===== config.mk =====
export PLATFORM = sky130hd
export DESIGN_NAME = mac_tx_framer_flat
export DESIGN_NICKNAME = d
export VERILOG_FILES = /design/src/rtl/mac_tx_framer_if.sv /design/src/rtl/mac_tx_framer.sv /design/src/flat_wrapper.sv
export SDC_FILE = /design/constraint.sdc
export NUM_CORES = 1
export LEC_CHECK = 0
export CAP_MARGIN = 20
export CORE_MARGIN = 2
export CORE_UTILIZATION = 53
export CTS_CLUSTER_DIAMETER = 50
export DETAILED_ROUTE_END_ITERATION = 8
export PLACE_DENSITY_LB_ADDON = 0.25
export SYNTH_ARGS = -nofsm -noshare
export SYNTH_HDL_FRONTEND = slang
export SYNTH_SLANG_ARGS = --single-unit

===== constraint.sdc =====
create_clock -name mac_tx_clk -period 2.4 [get_ports mac_tx_clk]
set_clock_uncertainty 0.1 [all_clocks]
set_input_delay 0.48 -clock mac_tx_clk [delete_from_list [all_inputs] [get_ports mac_tx_clk]]
set_output_delay 0.48 -clock mac_tx_clk [all_outputs]
set_load 0.03 [all_outputs]

===== src/rtl/mac_tx_framer_if.sv =====
// mac_tx_framer_if
// Groups the user-side byte stream and the on-wire transmit stream of the
// transmit framer.
//   usr_data/usr_valid/usr_sof/usr_eof : user byte stream (DA first)
//   usr_ready                          : byte accepted when usr_valid & usr_ready
//   mac_tx_data/valid/sof/eof          : registered on-wire bytes
// The framer takes the slave modport; the user-side source takes the master.
interface mac_tx_framer_if;
    logic [7:0] usr_data;
    logic       usr_valid;
    logic       usr_sof;
    logic       usr_eof;
    logic       usr_ready;
    logic [7:0] mac_tx_data;
    logic       mac_tx_valid;
    logic       mac_tx_sof;
    logic       mac_tx_eof;

    modport master (
        output usr_data, usr_valid, usr_sof, usr_eof,
        input  usr_ready,
        input  mac_tx_data, mac_tx_valid, mac_tx_sof, mac_tx_eof
    );

    modport slave (
        input  usr_data, usr_valid, usr_sof, usr_eof,
        output usr_ready,
        output mac_tx_data, mac_tx_valid, mac_tx_sof, mac_tx_eof
    );
endinterface


===== src/rtl/mac_tx_framer.sv =====
// mac_tx_framer
// Turns a user byte stream into a complete Ethernet frame on the wire:
// preamble + SFD, user bytes, zero padding up to MIN_LEN, FCS, then an
// inter-frame gap of IFG_LEN idle cycles. Underrun and oversize frames are
// terminated with an inverted FCS and the rest of the user frame is drained.
// Ports:
//   mac_tx_clk   : transmit clock
//   rst          : synchronous, active-high reset
//   bus          : user stream in / wire stream out (slave modport)
//   tx_busy      : framer is not idle
//   tx_err       : one-cycle pulse with the last byte of a bad frame
//   tx_frame_cnt : frames sent with a good FCS (wraps)
//   tx_err_cnt   : frames sent with a corrupted FCS (wraps)
module mac_tx_framer #(
    parameter int MAX_LEN = 1514,
    parameter int MIN_LEN = 60,
    parameter int PAD_EN  = 1,
    parameter int IFG_LEN = 12
) (
    input  logic                  mac_tx_clk,
    input  logic                  rst,
    mac_tx_framer_if.slave        bus,
    output logic                  tx_busy,
    output logic                  tx_err,
    output logic [15:0]           tx_frame_cnt,
    output logic [15:0]           tx_err_cnt
);

    typedef enum logic [2:0] {
        ST_IDLE, ST_PREAMBLE, ST_SFD, ST_DATA, ST_PAD, ST_FCS, ST_DRAIN, ST_IFG
    } state_t;

    // The byte counter is 11 bits wide, so MAX_LEN must stay below 2048.
    localparam logic [10:0] MAX_CNT  = 11'(MAX_LEN);
    localparam logic [10:0] MIN_CNT  = 11'(MIN_LEN);
    localparam logic [7:0]  IFG_LAST = 8'(IFG_LEN - 1);

    state_t      state, state_nxt;
    logic [7:0]  phase, phase_nxt;
    logic [10:0] byte_cnt, byte_cnt_nxt, cnt_inc;
    logic [31:0] crc, crc_nxt, fcs_word;
    logic        bad_frame, bad_frame_nxt;
    logic        eof_seen, eof_seen_nxt;
    logic [7:0]  data_nxt;
    logic        valid_nxt, sof_nxt, eof_nxt, err_nxt;
    logic [15:0] frame_cnt_nxt, err_cnt_nxt;

    // Reflected CRC-32 (0xEDB88320), one byte per call, LSB first.
    function automatic logic [31:0] crc_byte(input logic [31:0] c, input logic [7:0] d);
        logic [31:0] r;
        r = c ^ {24'h000000, d};
        for (int i = 0; i < 8; i++) begin
            r = r[0] ? ((r >> 1) ^ 32'hEDB88320) : (r >> 1);
        end
        return r;
    endfunction

    assign tx_busy  = (state != ST_IDLE);
    assign cnt_inc  = byte_cnt + 11'd1;
    // A bad frame sends the bitwise inverse of the correct FCS (~crc), i.e. crc itself.
    assign fcs_word = bad_frame ? crc : ~crc;

    // Every wire output is computed here one cycle ahead and registered below,
    // so the byte accepted in cycle T is on the wire in cycle T+1. The first
    // preamble byte is launched from IDLE itself so that the wire shows exactly
    // IFG_LEN idle cycles between frames.
    always_comb begin
        state_nxt     = state;
        phase_nxt     = phase;
        byte_cnt_nxt  = byte_cnt;
        crc_nxt       = crc;
        bad_frame_nxt = bad_frame;
        eof_seen_nxt  = eof_seen;
        data_nxt      = 8'h00;
        valid_nxt     = 1'b0;
        sof_nxt       = 1'b0;
        eof_nxt       = 1'b0;
        err_nxt       = 1'b0;
        frame_cnt_nxt = tx_frame_cnt;
        err_cnt_nxt   = tx_err_cnt;
        bus.usr_ready = 1'b0;

        case (state)
            ST_IDLE: begin
                crc_nxt       = 32'hFFFFFFFF;
                byte_cnt_nxt  = '0;
                bad_frame_nxt = 1'b0;
                eof_seen_nxt  = 1'b0;
                phase_nxt     = '0;
                if (bus.usr_valid) begin
                    if (bus.usr_sof) begin
                        // The sof byte stays on the bus until DATA consumes it.
                        state_nxt = ST_PREAMBLE;
                        phase_nxt = 8'd1;
                        data_nxt  = 8'h55;
                        valid_nxt = 1'b1;
                        sof_nxt   = 1'b1;
                    end else begin
                        // Stray bytes outside a frame are swallowed.
                        bus.usr_ready = 1'b1;
                    end
                end
            end

            ST_PREAMBLE: begin
                data_nxt  = 8'h55;
                valid_nxt = 1'b1;
                if (phase == 8'd6) begin
                    state_nxt = ST_SFD;
                    phase_nxt = '0;
                end else begin
                    phase_nxt = phase + 8'd1;
                end
            end

            ST_SFD: begin
                data_nxt  = 8'hD5;
                valid_nxt = 1'b1;
                state_nxt = ST_DATA;
            end

            ST_DATA: begin
                bus.usr_ready = 1'b1;
                phase_nxt     = '0;
                if (bus.usr_valid) begin
                    data_nxt     = bus.usr_data;
                    valid_nxt    = 1'b1;
                    crc_nxt      = crc_byte(crc, bus.usr_data);
                    byte_cnt_nxt = cnt_inc;
                    if (bus.usr_eof) begin
                        eof_seen_nxt = 1'b1;
                        state_nxt    = ((PAD_EN != 0) && (cnt_inc < MIN_CNT)) ? ST_PAD : ST_FCS;
                    end else if (cnt_inc == MAX_CNT) begin
                        bad_frame_nxt = 1'b1;
                        state_nxt     = ST_FCS;
                    end
                end else begin
                    // Underrun: there is no data byte to send this cycle, so the
                    // first (inverted) FCS byte goes out now to keep the wire
                    // continuous, and FCS continues with the second byte.
                    bad_frame_nxt = 1'b1;
                    data_nxt      = crc[7:0];
                    valid_nxt     = 1'b1;
                    phase_nxt     = 8'd1;
                    state_nxt     = ST_FCS;
                end
            end

            ST_PAD: begin
                data_nxt     = 8'h00;
                valid_nxt    = 1'b1;
                crc_nxt      = crc_byte(crc, 8'h00);
                byte_cnt_nxt = cnt_inc;
                if (cnt_inc >= MIN_CNT) begin
                    state_nxt = ST_FCS;
                    phase_nxt = '0;
                end
            end

            ST_FCS: begin
                data_nxt  = fcs_word[{phase[1:0], 3'b000} +: 8];
                valid_nxt = 1'b1;
                if (phase[1:0] == 2'd3) begin
                    eof_nxt   = 1'b1;
                    phase_nxt = '0;
                    if (bad_frame) begin
                        err_nxt     = 1'b1;
                        err_cnt_nxt = tx_err_cnt + 16'd1;
                        state_nxt   = eof_seen ? ST_IFG : ST_DRAIN;
                    end else begin
                        frame_cnt_nxt = tx_frame_cnt + 16'd1;
                        state_nxt     = ST_IFG;
                    end
                end else begin
                    phase_nxt = phase + 8'd1;
                end
            end

            ST_DRAIN: begin
                bus.usr_ready = 1'b1;
                if (bus.usr_valid && bus.usr_eof) begin
                    state_nxt = ST_IFG;
                    phase_nxt = '0;
                end
            end

            ST_IFG: begin
                if (phase == IFG_LAST) begin
                    state_nxt = ST_IDLE;
                    phase_nxt = '0;
                end else begin
                    phase_nxt = phase + 8'd1;
                end
            end

            default: state_nxt = ST_IDLE;
        endcase
    end

    always_ff @(posedge mac_tx_clk) begin
        if (rst) begin
            state            <= ST_IDLE;
            phase            <= '0;
            byte_cnt         <= '0;
            crc              <= 32'hFFFFFFFF;
            bad_frame        <= 1'b0;
            eof_seen         <= 1'b0;
            bus.mac_tx_data  <= 8'h00;
            bus.mac_tx_valid <= 1'b0;
            bus.mac_tx_sof   <= 1'b0;
            bus.mac_tx_eof   <= 1'b0;
            tx_err           <= 1'b0;
            tx_frame_cnt     <= '0;
            tx_err_cnt       <= '0;
        end else begin
            state            <= state_nxt;
            phase            <= phase_nxt;
            byte_cnt         <= byte_cnt_nxt;
            crc              <= crc_nxt;
            bad_frame        <= bad_frame_nxt;
            eof_seen         <= eof_seen_nxt;
            bus.mac_tx_data  <= data_nxt;
            bus.mac_tx_valid <= valid_nxt;
            bus.mac_tx_sof   <= sof_nxt;
            bus.mac_tx_eof   <= eof_nxt;
            tx_err           <= err_nxt;
            tx_frame_cnt     <= frame_cnt_nxt;
            tx_err_cnt       <= err_cnt_nxt;
        end
    end

endmodule


===== src/flat_wrapper.sv =====
// flat-port wrapper written by rule: the top's interface ports become plain ports
module mac_tx_framer_flat 
#(
    parameter int MAX_LEN = 1514,
    parameter int MIN_LEN = 60,
    parameter int PAD_EN  = 1,
    parameter int IFG_LEN = 12
)
  (mac_tx_clk, rst, tx_busy, tx_err, tx_frame_cnt, tx_err_cnt, bus_usr_data, bus_usr_valid, bus_usr_sof, bus_usr_eof, bus_usr_ready, bus_mac_tx_data, bus_mac_tx_valid, bus_mac_tx_sof, bus_mac_tx_eof);
  mac_tx_framer_if bus_i ();
  input  logic mac_tx_clk;
  input  logic rst;
  output logic tx_busy;
  output logic tx_err;
  output logic [15:0] tx_frame_cnt;
  output logic [15:0] tx_err_cnt;
  input wire logic [$bits(bus_i.usr_data)-1:0] bus_usr_data;
  input wire logic [$bits(bus_i.usr_valid)-1:0] bus_usr_valid;
  input wire logic [$bits(bus_i.usr_sof)-1:0] bus_usr_sof;
  input wire logic [$bits(bus_i.usr_eof)-1:0] bus_usr_eof;
  output wire logic [$bits(bus_i.usr_ready)-1:0] bus_usr_ready;
  output wire logic [$bits(bus_i.mac_tx_data)-1:0] bus_mac_tx_data;
  output wire logic [$bits(bus_i.mac_tx_valid)-1:0] bus_mac_tx_valid;
  output wire logic [$bits(bus_i.mac_tx_sof)-1:0] bus_mac_tx_sof;
  output wire logic [$bits(bus_i.mac_tx_eof)-1:0] bus_mac_tx_eof;
  assign bus_i.usr_data = bus_usr_data;
  assign bus_i.usr_valid = bus_usr_valid;
  assign bus_i.usr_sof = bus_usr_sof;
  assign bus_i.usr_eof = bus_usr_eof;
  assign bus_usr_ready = bus_i.usr_ready;
  assign bus_mac_tx_data = bus_i.mac_tx_data;
  assign bus_mac_tx_valid = bus_i.mac_tx_valid;
  assign bus_mac_tx_sof = bus_i.mac_tx_sof;
  assign bus_mac_tx_eof = bus_i.mac_tx_eof;
  mac_tx_framer #(.MAX_LEN(MAX_LEN), .MIN_LEN(MIN_LEN), .PAD_EN(PAD_EN), .IFG_LEN(IFG_LEN)) u_core (.mac_tx_clk(mac_tx_clk), .rst(rst), .bus(bus_i), .tx_busy(tx_busy), .tx_err(tx_err), .tx_frame_cnt(tx_frame_cnt), .tx_err_cnt(tx_err_cnt));
endmodule

==> run summary <==
The flow ran to the end, and the final reports show no timing, DRC or antenna violations. In the layout the commonest cells are sky130_fd_sc_hd__buf_4 (115), sky130_fd_sc_hd__dfxtp_1 (98), sky130_fd_sc_hd__xnor2_1 (91), sky130_fd_sc_hd__nor2_1 (87), sky130_fd_sc_hd__nand2_1 (75). 59 I/O pins were placed. The post-layout minimum cycle time is 2.39 ns. Counting flops with an async set or reset pin after synthesis yields a share of 0%. At the worst endpoint, the arrival time is 2.54 ns. The multi-input combinational cells in the finished layout cover a total of 4490 um^2. Measured along the y axis, the die boundary spans 116 um. The tools report the final global-route overflow total as 0. At the end of routability-driven placement, the weighted congestion stood at 0.961. For the number of placed instances, taps included, the log shows 1082.

For the number of global-route vias before repair, the log shows 6274. Among all flip-flop cells after synthesis, the most frequent one is sky130_fd_sc_hd__dfxtp_1. Across all layers, the routed design uses 6459 vias. Headroom to the max-slew limit came out at 59.9%.

Setup violations remaining at the end of the flow were counted as 0. The synthesized flop and latch total is 100, and the total negative slack for setup checks is 0 ns. STA classifies the critical path endpoint as a register.

At the worst endpoint, the required time is 2.55 ns. For this design the static power due to leakage is 3.10 nW. The run gives 0.419 GHz as the achievable clock frequency. After detailed routing, the number of vias per cell comes to 5.87. The kind of critical path was register to register.

After synthesis, flip-flops and latches occupy 30.1% of the total area. The run gives 3 as the maximum level of the CTS H-tree. The root buffer cell chosen for the clock tree is sky130_fd_sc_hd__clkbuf_16. The run gives 32.1 mm as the global-route wire length before repair. The run gives 0 as the final hold violation count. The tools report the routed wire length as 20.0 mm.

Dividing the synthesized area by the synthesized cell count gives 8.32 um^2. The post-placement setup slack was -0.302 ns. The insertion delay of the later-clocked pin in the worst-skew pair is 0.36 ns.

Initial core utilization: 54.9%. During synthesis, Yosys emitted a total of 0 warnings. The run gives 0 as the number of antenna violations at the first check in global routing. The aggregate global-route resource usage came out at 31.0%. The post-route netlist has 20.6% of its cells at a drive strength greater than 1. IR analysis of the VDD net gives a maximum drop of 616 uV.

Number of distinct library cells after synthesis: 61. The clock net in this run drives a total of 100 sinks. The area growth from synthesis to layout is 28.4%. The placed instances occupy a cell area of 8060 um^2.

The die is 116 um wide. For the number of nets in the finished design, the log shows 952. The number of hold-repair buffers added at the cts stage is 0, and the power density over the cells is 1030 nW/um^2. TritonCTS built the clock tree. The TritonCTS buffer count came out at 9.

For this run, the share of the core covered by cells in the final layout is 70.4%. Count of TritonRoute iterations in the first routing pass: 5. Synthesis handed over a netlist of 799 instances. Setup repair after global routing could not meet its margin everywhere. The final antenna-violating net count came out at 0.

STA classifies the critical path startpoint as a register. The detailed router finished its first iteration with 684 violations. Max-cap violations in this run came to 0. The die covers 13500 um^2.

After detailed routing, the number of remaining DRC violations is 0. The worst path meets setup with 0.0138 ns of slack. Clock-pin slew was measured on the worst setup and hold paths at 0.07 ns.

For the sequential cell area in the final layout, the log shows 2010 um^2. The half-perimeter wire length after placement is 14.9 mm. The slew of the pin with the lowest slew margin is 0.601 ns. For the total standard cell area after synthesis, the log shows 6650 um^2.

In this run the worst hold path is classified as primary input to register. Synthesis produced a netlist with a net count of 824. The largest net degree at the start of global routing came out at 31.

The core region is 12100 um^2. In this run the worst path has a maximum fanout of 6. For the area of all placed cells without fillers, the log shows 8530 um^2.

Commonest non-fill, non-tap cell in the layout: sky130_fd_sc_hd__buf_4. After filler insertion, the fill cell instance count of the layout stands at 975. The ratio of final minimum period to clock period is 99.4%, and the detailed-route wire length per cell is 18.2 um. The count of port buffers added during placement works out to 58. The floorplan has 40 rows. After the flow finishes, the layout carries non-filler instances totaling 1100. The logs give 0 for the number of pins exceeding their max-slew limit in the final report and 0 for the final antenna diode count. Maximum clock path buffer count: 2. The count of flip-flops with a built-in enable after synthesis was 0.
-- state kept, by name (all words and copies together) (netlist names) --
signal	flops
u_core.bus.mac_tx_valid	1
u_core.tx_err_cnt	16
u_core.bus.mac_tx_sof	1
u_core.bad_frame	1
u_core.tx_frame_cnt	16
u_core.state	3
u_core.byte_cnt	11
u_core.eof_seen	1
u_core.tx_err	1
u_core.crc	32
u_core.phase	8
u_core.bus.mac_tx_eof	1
u_core.bus.mac_tx_data	8
-- worst paths after layout --
path	start	endpoint	cells after the start	slack (ns)
max reg2reg	u_core.byte_cnt[2]	u_core.phase[4]	9	0.01
min reg2reg	u_core.eof_seen	u_core.eof_seen	2	0.39
max	u_core.byte_cnt[2]	u_core.phase[4]	9	0.01
min	rst	u_core.bad_frame	2	0.30
-- timing repair --
| action | 4_1_cts | 5_1_grt |
|---|---|---|
| hold endpoints to repair | 0 | 0 |
| pin swaps | 6 | 8 |
| buffers inserted | 1 | 1 |
| resized for setup | 18 | 19 |
| endpoints found under the setup margin | 12 | 23 |
-- synth_stat cells (all sizes together) (2+ instances only) --
| cell | instances | area, um^2 |
|---|---|---|
| a31oi | 5 | 31.3 |
| nor3 | 18 | 95.1 |
| ha | 12 | 150 |
| nand2b | 2 | 12.5 |
| nor4 | 5 | 31.3 |
| mux2i | 9 | 90.1 |
| or3 | 6 | 37.5 |
| nand3 | 26 | 135 |
| buf | 27 | 145 |
| a311oi | 6 | 52.6 |
| xnor2 | 102 | 987 |
| nor2b | 4 | 25.0 |
| xor2 | 59 | 543 |
| o32ai | 2 | 17.5 |
| nor2 | 89 | 334 |
| or2 | 3 | 18.8 |
| nand4 | 10 | 62.6 |
| and3 | 8 | 50.1 |
| o21a | 9 | 67.6 |
| a22oi | 2 | 15.0 |
| a211oi | 13 | 97.6 |
| o221ai | 16 | 140 |
| o21ai | 47 | 235 |
| o31ai | 4 | 30.0 |
| a221o | 3 | 30.0 |
| a221oi | 5 | 43.8 |
| and4 | 5 | 43.8 |
| inv | 15 | 56.3 |
| mux2 | 2 | 22.5 |
| o211ai | 3 | 22.5 |
| and2 | 6 | 37.5 |
| o22ai | 2 | 12.5 |
| a2111oi | 2 | 42.5 |
| a32o | 4 | 40.0 |
| mux4 | 8 | 180 |
| dfxtp | 100 | 2000 |
| nand2 | 75 | 282 |
| clkbuf | 31 | 118 |
| a21oi | 44 | 220 |
-- metrics by stage --
| stage | hold WS (ns) | power [mW] |
|---|---|---|
| 6_report | 0.303 | 8.77 |
| 5_1_grt | 0.300 | 9.23 |
| 4_1_cts | 0.279 | 8.63 |
| 3_5_place_dp | 0.374 | 7.15 |
| 3_3_place_gp | 0.367 | 7.02 |
| 2_1_floorplan | 0.350 | 5.42 |
-- cell families after synthesis --
logic type / count (synthesis) / synth area share, %
flops: 100 / 30.1
compound gates: 173 / 17.4
simple gates: 261 / 18.0
xor+xnor: 161 / 23.0
fa+ha+maj: 12 / 2.26
buf+inv: 73 / 4.80
mux: 19 / 4.41
-- worst max-delay path: stages (launching register included) --
cell	delay [ns]
sky130_fd_sc_hd__dfxtp_1	0.31
sky130_fd_sc_hd__buf_4	0.15
sky130_fd_sc_hd__buf_4	0.14
sky130_fd_sc_hd__and3_1	0.19
sky130_fd_sc_hd__o221a_2	0.29
sky130_fd_sc_hd__a2111oi_4	0.39
sky130_fd_sc_hd__a211oi_2	0.12
sky130_fd_sc_hd__buf_4	0.19
sky130_fd_sc_hd__buf_6	0.12
sky130_fd_sc_hd__a221o_1	0.28
-- cell type report --
| class | instances | share of cell area, % |
|---|---|---|
| clock buffer | 10 | 2.68 |
| tap | 168 | 2.46 |
| multi-input combinational | 626 | 52.7 |
| clock inverter | 6 | 0.660 |
| sequential | 100 | 23.5 |
| timing repair buffer | 175 | 17.4 |
| inverter | 15 | 0.660 |
-- layer usage --
layer | track usage, % | up-vias | routed length, um
met1 | 39.7 | 3070 | 8350
met4 | 15.1 | 0 | 731
met5 | 0 | - | 0
li1 | - | 3044 | -
met2 | 50.6 | 291 | 9540
met3 | 5.65 | 54 | 1410
-- power by group --
| part | internal [mW] | switching [mW] | total [mW] |
|---|---|---|---|
| clock network | 0.725 | 0.709 | 1.43 |
| registers | 1.85 | 0.226 | 2.08 |
| logic | 2.46 | 2.79 | 5.25 |
Power figures use the tool's default switching activity.
